<file path="config.mk">
export PLATFORM = sky130hd
export DESIGN_NAME = fifo_burst_reader
export DESIGN_NICKNAME = d
export VERILOG_FILES = /design/src/rtl/fifo_burst_reader.sv
export SDC_FILE = /design/constraint.sdc
export NUM_CORES = 1
export LEC_CHECK = 0
export ABC_AREA = 0
export CAP_MARGIN = 40
export CORE_AREA = 2 2 59 61
export DETAILED_ROUTE_END_ITERATION = 6
export DIE_AREA = 0 0 61 63
export PLACE_DENSITY = 0.79
export SKIP_LAST_GASP = 1
export SYNTH_ARGS = -nofsm -noshare
export SYNTH_HDL_FRONTEND = slang
export SYNTH_SLANG_ARGS = --single-unit
export TNS_END_PERCENT = 5
</file>
<file path="constraint.sdc">
create_clock -name clk -period 5.2 [get_ports clk]
set_input_delay 1.3 -clock clk [delete_from_list [all_inputs] [get_ports clk]]
set_output_delay 1.3 -clock clk [all_outputs]
set_load 0.01 [all_outputs]
</file>
<file path="src/rtl/fifo_burst_reader.sv">
// Burst read controller: drains burst_len words from a registered-read FIFO
// onto a valid/ready stream, absorbing the read latency in a 2-entry buffer.
module fifo_burst_reader #(
  parameter int unsigned WIDTH = 8,
  parameter int unsigned LEN_W = 4
) (
  input  logic             clk,
  input  logic             reset,
  input  logic             start,
  input  logic [LEN_W-1:0] burst_len,
  output logic             busy,
  output logic             done,
  output logic             fifo_en_rd,
  input  logic [WIDTH-1:0] fifo_dout,
  input  logic             fifo_empty,
  output logic             m_valid,
  output logic [WIDTH-1:0] m_data,
  output logic             m_last,
  input  logic             m_ready
);

  typedef enum logic [1:0] {StIdle, StRun, StFin} state_e;

  state_e           state_q, state_d;
  logic [LEN_W-1:0] len_q, issued_q, sent_q;
  logic             inflight_q;
  logic [WIDTH-1:0] buf_q [2];
  logic             rd_ptr_q, wr_ptr_q;
  logic [1:0]       buf_cnt_q;

  logic             pop;
  logic             push;
  logic [2:0]       occ;

  assign pop  = m_valid & m_ready;
  assign push = inflight_q;
  // Words already owned (buffered + in flight); a pop this cycle frees a slot.
  assign occ  = {1'b0, buf_cnt_q} + {2'b00, inflight_q};

  assign fifo_en_rd = (state_q == StRun) && (issued_q < len_q) && !fifo_empty &&
                      (occ < (3'd2 + {2'b00, pop}));

  assign busy    = (state_q != StIdle);
  assign done    = (state_q == StFin);
  assign m_valid = (buf_cnt_q != 2'd0);
  assign m_data  = buf_q[rd_ptr_q];
  assign m_last  = m_valid && (sent_q == (len_q - LEN_W'(1)));

  always_comb begin
    state_d = state_q;
    unique case (state_q)
      StIdle: begin
        if (start) begin
          state_d = (burst_len != '0) ? StRun : StFin;
        end
      end
      StRun: begin
        if (pop && m_last) begin
          state_d = StFin;
        end
      end
      StFin:   state_d = StIdle;
      default: state_d = StIdle;
    endcase
  end

  always_ff @(posedge clk) begin
    if (reset) begin
      state_q    <= StIdle;
      len_q      <= '0;
      issued_q   <= '0;
      sent_q     <= '0;
      inflight_q <= 1'b0;
      rd_ptr_q   <= 1'b0;
      wr_ptr_q   <= 1'b0;
      buf_cnt_q  <= 2'd0;
      buf_q[0]   <= '0;
      buf_q[1]   <= '0;
    end else begin
      state_q    <= state_d;
      inflight_q <= fifo_en_rd;

      if ((state_q == StIdle) && start) begin
        len_q    <= burst_len;
        issued_q <= '0;
        sent_q   <= '0;
      end else begin
        if (fifo_en_rd) begin
          issued_q <= issued_q + LEN_W'(1);
        end
        if (pop) begin
          sent_q <= sent_q + LEN_W'(1);
        end
      end

      if (push) begin
        buf_q[wr_ptr_q] <= fifo_dout;
        wr_ptr_q        <= ~wr_ptr_q;
      end
      if (pop) begin
        rd_ptr_q <= ~rd_ptr_q;
      end
      buf_cnt_q <= buf_cnt_q + {1'b0, push} - {1'b0, pop};
    end
  end

endmodule

</file>
==> metrics.yaml, run 1 <==
fin_crit_ns: 4.24
maxCapViolations: 0
postCtsHoldBufs: 0
netlist_area_um2: 1740
cp_max_fo: 8
sw_frac_of_total: 0.272
cts_buffers: 5
synth-simple-area-share: 0.195
total_leakage_power_uw: 0.000854
drv_slew: 0
min-delay-path-class: "flop to flop"
vias_per_cell: 5.10
fin_nets: 221
arrival_ns: 2.94
worst_pin_slew_ns: 0.774
io_pins: 30
drtIter0Drc: 39
multi_input_area_um2: 801
regArea_um2: 881
vias: 1228
synth_cell_types: 33
synth-main-ff-cell: "dfxtp_1"
synth-edff-count: 16
p_comb_frac: 0.257
syn_inst: 161
ys_seq_area_frac: 0.508
initial_utilization: 0.537
post-place-ws_ns: 0.954
drive_gt1_frac: 0.123
synth_seq_cells: 36
globalRouteOverflowTotal: 0
clock_path_buffers: 2
vdd_drop_max_mv: 0.243
fin_crit_sh: 0.816
max_slew_margin: 0.483
cp_cell_sequence: "clkdlybuf4s50_1 > o21ai_1 > o21ai_1 > o211ai_2 > inv_1 > clkdlybuf4s50_1"
maxClockFrequency_mhz: 236
drc: 0
fin_skew_ns: 0.0113
drt_first_pass_iters: 4
cpPeakStageDelay_ns: 0.53
cts_max_level: 2
wirelength_mm: 3.10
syn-num-nets: 188
net-switching-power_uw: 195
synth_fa_ha_area_frac: 0.0721
root_buffer: "clkbuf_4"
clkTransAtPathRegs_ns: 0.10
port_buffers: 29
postCtsSetupBuffers: 0
status: "completed"
start_kind: "primary input"
tns_ns: 0
wl_per_cell_um: 12.9
insertedDiodeCount: 0
intPower_uw: 523
critPathKind: "primary input to primary output"
clock_latency_ns: 0.34
ant_nets: 0
muxShareOfSynthArea: 0.0577
numClockSinks: 36
rsz0062_at_grt: "false"
post_cts_resized: 0
async_reset_ff_frac: 0
dp_hpwl_mm: 2.34
die-area_um2: 3840
cts_tree: "done"
grt_pass1_wl_mm: 5.10
area_delta_synth_final_pct: 23.7
setup_slack_ns: 0.957
powerDensity_nw_per_um2: 334
antenna_found_initial: 0
fp.dieH_um: 63
pwr-share-seq: 0.479
critical_path_required_ns: 3.90
place_congestion: 0.822
grt_max_degree: 18
synth-xor-area-share: 0.0707
hold_viol_final: 0
rows: 21
synth_compound_gate_area_share: 0.0663
yosysWarnings: 0
num-fill-cells: 257
core_um2: 3230
syn-mean-instance-area_um2: 10.8
grt_pass1_vias: 1181
synth_top_family_by_area: "simple AND/OR/NAND/NOR gates"
track_usage: 0.178
end_kind: "primary output"
crit_slowest_cell: "clkdlybuf4s50_1"
setup_violations: 0
clkPwrFrac: 0.264
die_w_um: 61
==> layout by cell type (no fill, tap or decap), types with 4 or more instances in the layout <==
| cell | instances |
|---|---|
| a21oi_1 | 8 |
| and2_1 | 16 |
| clkbuf_4 | 5 |
| clkdlybuf4s50_1 | 29 |
| dfxtp_1 | 20 |
| edfxtp_1 | 16 |
| ha_1 | 10 |
| inv_1 | 11 |
| mux2_2 | 8 |
| nor2_1 | 19 |
| or2_2 | 4 |
| xnor2_1 | 7 |
| xor2_1 | 7 |
==> synthesized netlist by cell type (2+ instances only) <==
cell type / number / area [um2]
nor3b_1: 2 / 15.0
mux2_2: 8 / 90.1
o21ai_1: 2 / 10.0
xnor2_1: 7 / 61.3
or2_2: 4 / 25.0
clkbuf_1: 2 / 7.51
xor2_1: 7 / 61.3
nand2b_1: 3 / 18.8
ha_1: 10 / 125
nand4_1: 2 / 12.5
nand2_1: 3 / 11.3
or3_1: 3 / 18.8
and2_1: 16 / 100
nor2_1: 19 / 71.3
nor2b_1: 2 / 12.5
o21ai_0: 3 / 15.0
dfxtp_1: 20 / 400
edfxtp_1: 16 / 480
inv_1: 11 / 41.3
a21oi_1: 8 / 40.0
==> logic make-up after synthesis <==
family          count (synthesis)
fa+ha+maj                      10
mux                             9
simple gates                   60
flops                          36
buf+inv                        14
xor+xnor                       14
compound gates                 18
==> metrics by stage <==
step                power, uW  cell area [um2]  utilization  instances  hold WS [ns]
finish                    718             2150        0.664        241         0.487
global route              758             2150        0.664        241         0.511
CTS                       725             2150        0.664        241         0.486
detailed placement        536             2070        0.641        233         0.470
global placement          528             2070        0.641        233         0.440
floorplan                 457             1740            -        161         0.423
==> worst max-delay path: cells and delay by family <==
| family | cells | cell delay (ns) |
|---|---|---|
| AOI/OAI and AO/OA | 3 | 0.56 |
| buffers and inverters | 3 | 1.07 |
==> final timing paths <==
kind,from,to,slack (ns),cells past startpoint
max reg2reg,buf_cnt_q[1]$_SDFF_PP0_,buf_cnt_q[1]$_SDFF_PP0_,3.31,8
max,m_ready,fifo_en_rd,0.96,6
min,state_q[1]$_SDFFE_PP0P_,state_q[1]$_SDFFE_PP0P_,0.49,1
min reg2reg,state_q[1]$_SDFFE_PP0P_,state_q[1]$_SDFFE_PP0P_,0.49,1
==> metal layers <==
layer / global-route usage / up-vias / wire (um)
li1: - / 617 / -
met3: 0.0663 / 2 / 171
met2: 0.286 / 34 / 1580
met5: 0 / - / 0
met4: 0.0489 / 0 / 12
met1: 0.222 / 575 / 1330
==> power groups by stage <==
| stage | sequential, uW | clock [uW] | combinational [uW] |
|---|---|---|---|
| after floorplan | 337 | 0 | 120 |
| after global routing | 347 | 206 | 205 |
| final | 343 | 190 | 184 |
| after global placement | 349 | 0 | 179 |
| after detailed placement | 351 | 0 | 185 |
| after CTS | 344 | 194 | 187 |
==> layout make-up <==
cell class                 instances  area share
clock buffer                       6      0.0192
multi-input combinational        111       0.373
sequential                        36       0.410
inverter                          11      0.0192
tap                               46      0.0268
timing repair buffer              29       0.135
clock inverter                     2      0.0163
==> registers in the layout (all words and copies together) (netlist names), named ones only <==
register    cells
rd_ptr_q        1
inflight_q      1
buf_cnt_q       2
issued_q        4
wr_ptr_q        1
len_q           4
sent_q          4
state_q         2
buf_q          16
Power figures use the tool's default switching activity.
==> run 2: changes to the inputs <==
--- a/config.mk
+++ b/config.mk
@@ -7,10 +7,10 @@
 export LEC_CHECK = 0
 export ABC_AREA = 0
 export CAP_MARGIN = 40
-export CORE_AREA = 2 2 59 61
+export CORE_AREA = 2 2 64 66
 export DETAILED_ROUTE_END_ITERATION = 6
-export DIE_AREA = 0 0 61 63
-export PLACE_DENSITY = 0.79
+export DIE_AREA = 0 0 66 68
+export PLACE_DENSITY = 0.71
 export SKIP_LAST_GASP = 1
 export SYNTH_ARGS = -nofsm -noshare
 export SYNTH_HDL_FRONTEND = slang
==> constraint.sdc (replaced) <==
create_clock -name clk -period 3.9 [get_ports clk]
set_input_delay 0.975 -clock clk [delete_from_list [all_inputs] [get_ports clk]]
set_output_delay 0.975 -clock clk [all_outputs]
set_load 0.01 [all_outputs]
==> metrics.yaml, run 2 (synthesis gave the netlist of run 1 again) <==
status: "completed"
rr_worst_depth: 8
powerDensity_nw_per_um2: 471
numClockSinks: 36
initial_utilization: 0.450
pwr-share-seq: 0.444
max_slew_margin: 0.420
fp.dieH_um: 68
postCtsSetupBuffers: 0
cp_cell_sequence: "clkdlybuf4s50_1 > o21ai_1 > o21ai_1 > o211ai_2 > inv_1 > clkdlybuf4s50_1"
core_um2: 3860
drc: 0
grt_pass1_vias: 1281
clkTransAtPathRegs_ns: 0.07
drv_slew: 0
final_cell_mix: "29 x clkdlybuf4s50_1, 20 x dfxtp_1, 19 x nor2_1, 16 x and2_1, 16 x edfxtp_1"
total_leakage_power_uw: 0.000871
final_common_cell: "clkdlybuf4s50_1"
cp_max_fo: 8
crit_slowest_cell: "clkdlybuf4s50_1"
cpPeakStageDelay_ns: 0.53
p_comb_frac: 0.243
clock_latency_ns: 0.29
critPathKind: "primary input to primary output"
worst_pin_slew_ns: 0.868
setup_violations: 0
regArea_um2: 881
drive_gt1_frac: 0.133
post_cts_resized: 0
num-fill-cells: 340
setup_slack_ns: 0.358
hold_viol_final: 0
place_congestion: 0.809
net-switching-power_uw: 281
antenna_found_initial: 0
ant_nets: 0
fin_crit_ns: 3.54
start_kind: "primary input"
globalRouteOverflowTotal: 0
die_w_um: 66
clkPwrFrac: 0.313
crit_family: "buffers and inverters"
postCtsHoldBufs: 0
grt_max_degree: 17
vdd_drop_max_mv: 0.324
cp.depth: 6
sw_frac_of_total: 0.272
fin_crit_sh: 0.908
rows: 23
crit_start: "m_ready"
vias_per_cell: 5.09
r2r-start: "buf_cnt_q[1]$_SDFF_PP0_"
cts_max_level: 2
tns_ns: 0
arrival_ns: 2.57
whs_path_depth: 1
track_usage: 0.176
wl_per_cell_um: 13.7
port_buffers: 29
worstHoldStart: "state_q[1]$_SDFFE_PP0P_"
fin_skew_ns: 0.000798
critical_path_required_ns: 2.92
cts_tree: "done"
rrSetupSlack_ns: 1.96
vias: 1251
drtIter0Drc: 37
io_pins: 30
post-place-ws_ns: 0.352
cts_buffers: 5
worst-path-buf-inv: 3
area_delta_synth_final_pct: 26.5
largest_reg_flops: 16
multi_input_area_um2: 801
root_buffer: "clkbuf_8"
drt_first_pass_iters: 4
clock_path_buffers: 2
intPower_uw: 753
largest_register: "buf_q"
grt_pass1_wl_mm: 5.90
wirelength_mm: 3.37
dp_hpwl_mm: 2.50
rsz0062_at_grt: "false"
insertedDiodeCount: 0
end_kind: "primary output"
min-delay-path-class: "flop to flop"
maxClockFrequency_mhz: 282
maxCapViolations: 0
fin_nets: 222
die-area_um2: 4490
==> run 2: power by group through the flow <==
stage               registers, uW  clock network [uW]  logic (uW)
CTS                           459                 329         253
finish                        459                 324         251
global placement              466                   0         242
detailed placement            467                   0         248
floorplan                     449                   0         160
global route                  464                 346         280
==> run 2: final timing paths <==
kind / to
worst max-delay path: fifo_en_rd
worst min-delay path: state_q[1]$_SDFFE_PP0P_
worst max register to register: buf_cnt_q[1]$_SDFF_PP0_
worst min register to register: state_q[1]$_SDFFE_PP0P_
==> run 2: through the flow <==
step	area [um2]	power, uW	cells	utilization	hold WS [ns]
4_1_cts	2190	1040	246	0.569	0.481
3_5_place_dp	2080	716	238	0.540	0.468
3_3_place_gp	2080	707	238	0.540	0.440
6_report	2190	1030	246	0.569	0.470
5_1_grt	2190	1090	246	0.569	0.513
2_1_floorplan	1740	609	161	-	0.423
==> run 2: layout make-up <==
type | instances | area share
inverters | 11 | 0.0188
clock inverters | 3 | 0.0194
flip-flops and latches | 36 | 0.401
repair buffers | 30 | 0.136
well taps | 50 | 0.0285
multi-input cells | 111 | 0.365
clock buffers | 5 | 0.0314
==> run 2: per-layer routing <==
metal / up-vias / track usage / wire (um)
li1: 615 / - / -
met1: 602 / 0.218 / 1520
met2: 26 / 0.289 / 1620
met3: 8 / 0.0477 / 148
met4: 0 / 0.0791 / 83
met5: - / 0 / 0
==> run 3: changes to the inputs <==
--- a/config.mk
+++ b/config.mk
@@ -7,10 +7,11 @@
 export LEC_CHECK = 0
 export ABC_AREA = 0
 export CAP_MARGIN = 40
-export CORE_AREA = 2 2 64 66
+export CORE_AREA = 2 2 59 61
 export DETAILED_ROUTE_END_ITERATION = 6
-export DIE_AREA = 0 0 66 68
-export PLACE_DENSITY = 0.71
+export DIE_AREA = 0 0 61 63
+export DONT_BUFFER_PORTS = 1
+export PLACE_DENSITY = 0.69
 export SKIP_LAST_GASP = 1
 export SYNTH_ARGS = -nofsm -noshare
 export SYNTH_HDL_FRONTEND = slang
==> metrics.yaml, run 3 (synthesis gave the netlist of run 1 again) <==
postCtsSetupBuffers: 0
grt_pass1_vias: 1174
rows: 21
place_congestion: 0.815
postCtsHoldBufs: 0
initial_utilization: 0.537
ant_nets: 0
fin_nets: 193
area_delta_synth_final_pct: 5.98
final_common_cell: "dfxtp_1"
setup_violations: 0
cp_max_fo: 8
status: "completed"
track_usage: 0.189
grtUsageMet2: 0.292
die_w_um: 61
cts_tree: "done"
maxClockFrequency_mhz: 367
multi_input_area_um2: 801
cpPeakStageDelay_ns: 0.38
numClockSinks: 36
fin_crit_ns: 2.73
clock_latency_ns: 0.35
drive_gt1_frac: 0.150
hold_viol_final: 0
core_um2: 3230
critPathKind: "flop to primary output"
fin_crit_sh: 0.699
die-area_um2: 3840
end_kind: "primary output"
wirelength_mm: 3.01
drtIter0Drc: 29
critical_path_required_ns: 2.92
worst_pin_slew_ns: 0.792
maxCapViolations: 0
insertedDiodeCount: 0
final_cell_mix: "20 x dfxtp_1, 19 x nor2_1, 16 x and2_1, 16 x edfxtp_1, 11 x inv_1"
grtUsageMet1: 0.238
max_slew_margin: 0.471
grt_pass1_wl_mm: 5.24
num-fill-cells: 305
fp.dieH_um: 63
largest_register: "buf_q"
grt_max_degree: 18
crit_slowest_cell: "dfxtp_1"
largest_reg_flops: 16
powerDensity_nw_per_um2: 449
vias: 1101
drv_slew: 0
rsz0062_at_grt: "false"
design_area_um2: 1840
min-delay-path-class: "flop to flop"
final_util: 0.569
post_cts_resized: 0
regArea_um2: 881
cts_max_level: 2
arrival_ns: 1.75
clkTransAtPathRegs_ns: 0.11
grt_use_met3: 0.0683
vias_per_cell: 5.17
drt_first_pass_iters: 2
globalRouteOverflowTotal: 0
vdd_drop_max_mv: 0.254
total_leakage_power_uw: 0.000740
cts_buffers: 5
tns_ns: 0
io_pins: 30
dp_hpwl_mm: 2.21
busiest_layer: "met2"
fin_skew_ns: 0.00818
wl_per_cell_um: 14.1
antenna_found_initial: 0
clock_path_buffers: 2
place_area_um2: 1790
cp_common_cell: "ha_1"
port_buffers: 0
drc: 0
root_buffer: "clkbuf_4"
start_kind: "flop"
cp_cell_sequence: "ha_1 > ha_1 > nor4_4 > o211ai_2 > inv_1"
## run 3: cell count changes in the layout (fill, tap and decap cells not counted)
cell / previous run / this run
bufinv_16: 1 / 0
clkbuf_4: 0 / 5
clkbuf_8: 5 / 0
clkdlybuf4s50_1: 29 / 0
clkinv_1: 0 / 1
clkinv_2: 1 / 2
clkinvlp_4: 1 / 0
## run 3: routing by layer
layer | up-vias | share of wire | wire (um)
li1 | 557 | - | -
met2 | 21 | 0.47 | 1420
met4 | 0 | 0.019 | 56
met5 | - | 0 | 0
met3 | 7 | 0.060 | 180
met1 | 516 | 0.45 | 1350
## run 3: power by group
part / internal [uW] / switching, uW / total, uW
clock: 66.2 / 129 / 195
combinational: 79.0 / 95.0 / 174
sequential: 425 / 32.1 / 457
total: 570 / 256 / 826
## run 3: per-stage QoR
step	setup WS (ns)	hold WS, ns	power (uW)	std cells
6_report	1.17	0.459	826	213
5_1_grt	1.03	0.512	875	213
4_1_cts	1.14	0.467	832	213
3_5_place_dp	1.24	0.449	642	205
3_3_place_gp	1.30	0.437	634	205
2_1_floorplan	1.38	0.423	609	161
## run 3: worst paths after layout
check	startpoint	endpoint	slack [ns]	depth (start not counted)
max	inflight_q$_SDFF_PP0_	fifo_en_rd	1.17	5
min	state_q[1]$_SDFFE_PP0P_	state_q[1]$_SDFFE_PP0P_	0.46	1
max reg2reg	buf_cnt_q[1]$_SDFF_PP0_	buf_cnt_q[1]$_SDFF_PP0_	2.02	8
min reg2reg	state_q[1]$_SDFFE_PP0P_	state_q[1]$_SDFFE_PP0P_	0.46	1
## run 3: area by class of cell
cell class,instances,share of cell area
sequential,36,0.479
multi-input combinational,111,0.435
clock buffer,5,0.0204
tap,46,0.0313
inverter,11,0.0224
timing repair buffer,1,0.00408
clock inverter,3,0.00748
## run 3: critical path, delay by kind of cell, from the launching register on
family / cells / cell delay [ns]
fa+ha+maj: 2 / 0.43
flops: 1 / 0.38
simple gates: 1 / 0.23
compound gates: 1 / 0.22
buf+inv: 1 / 0.15
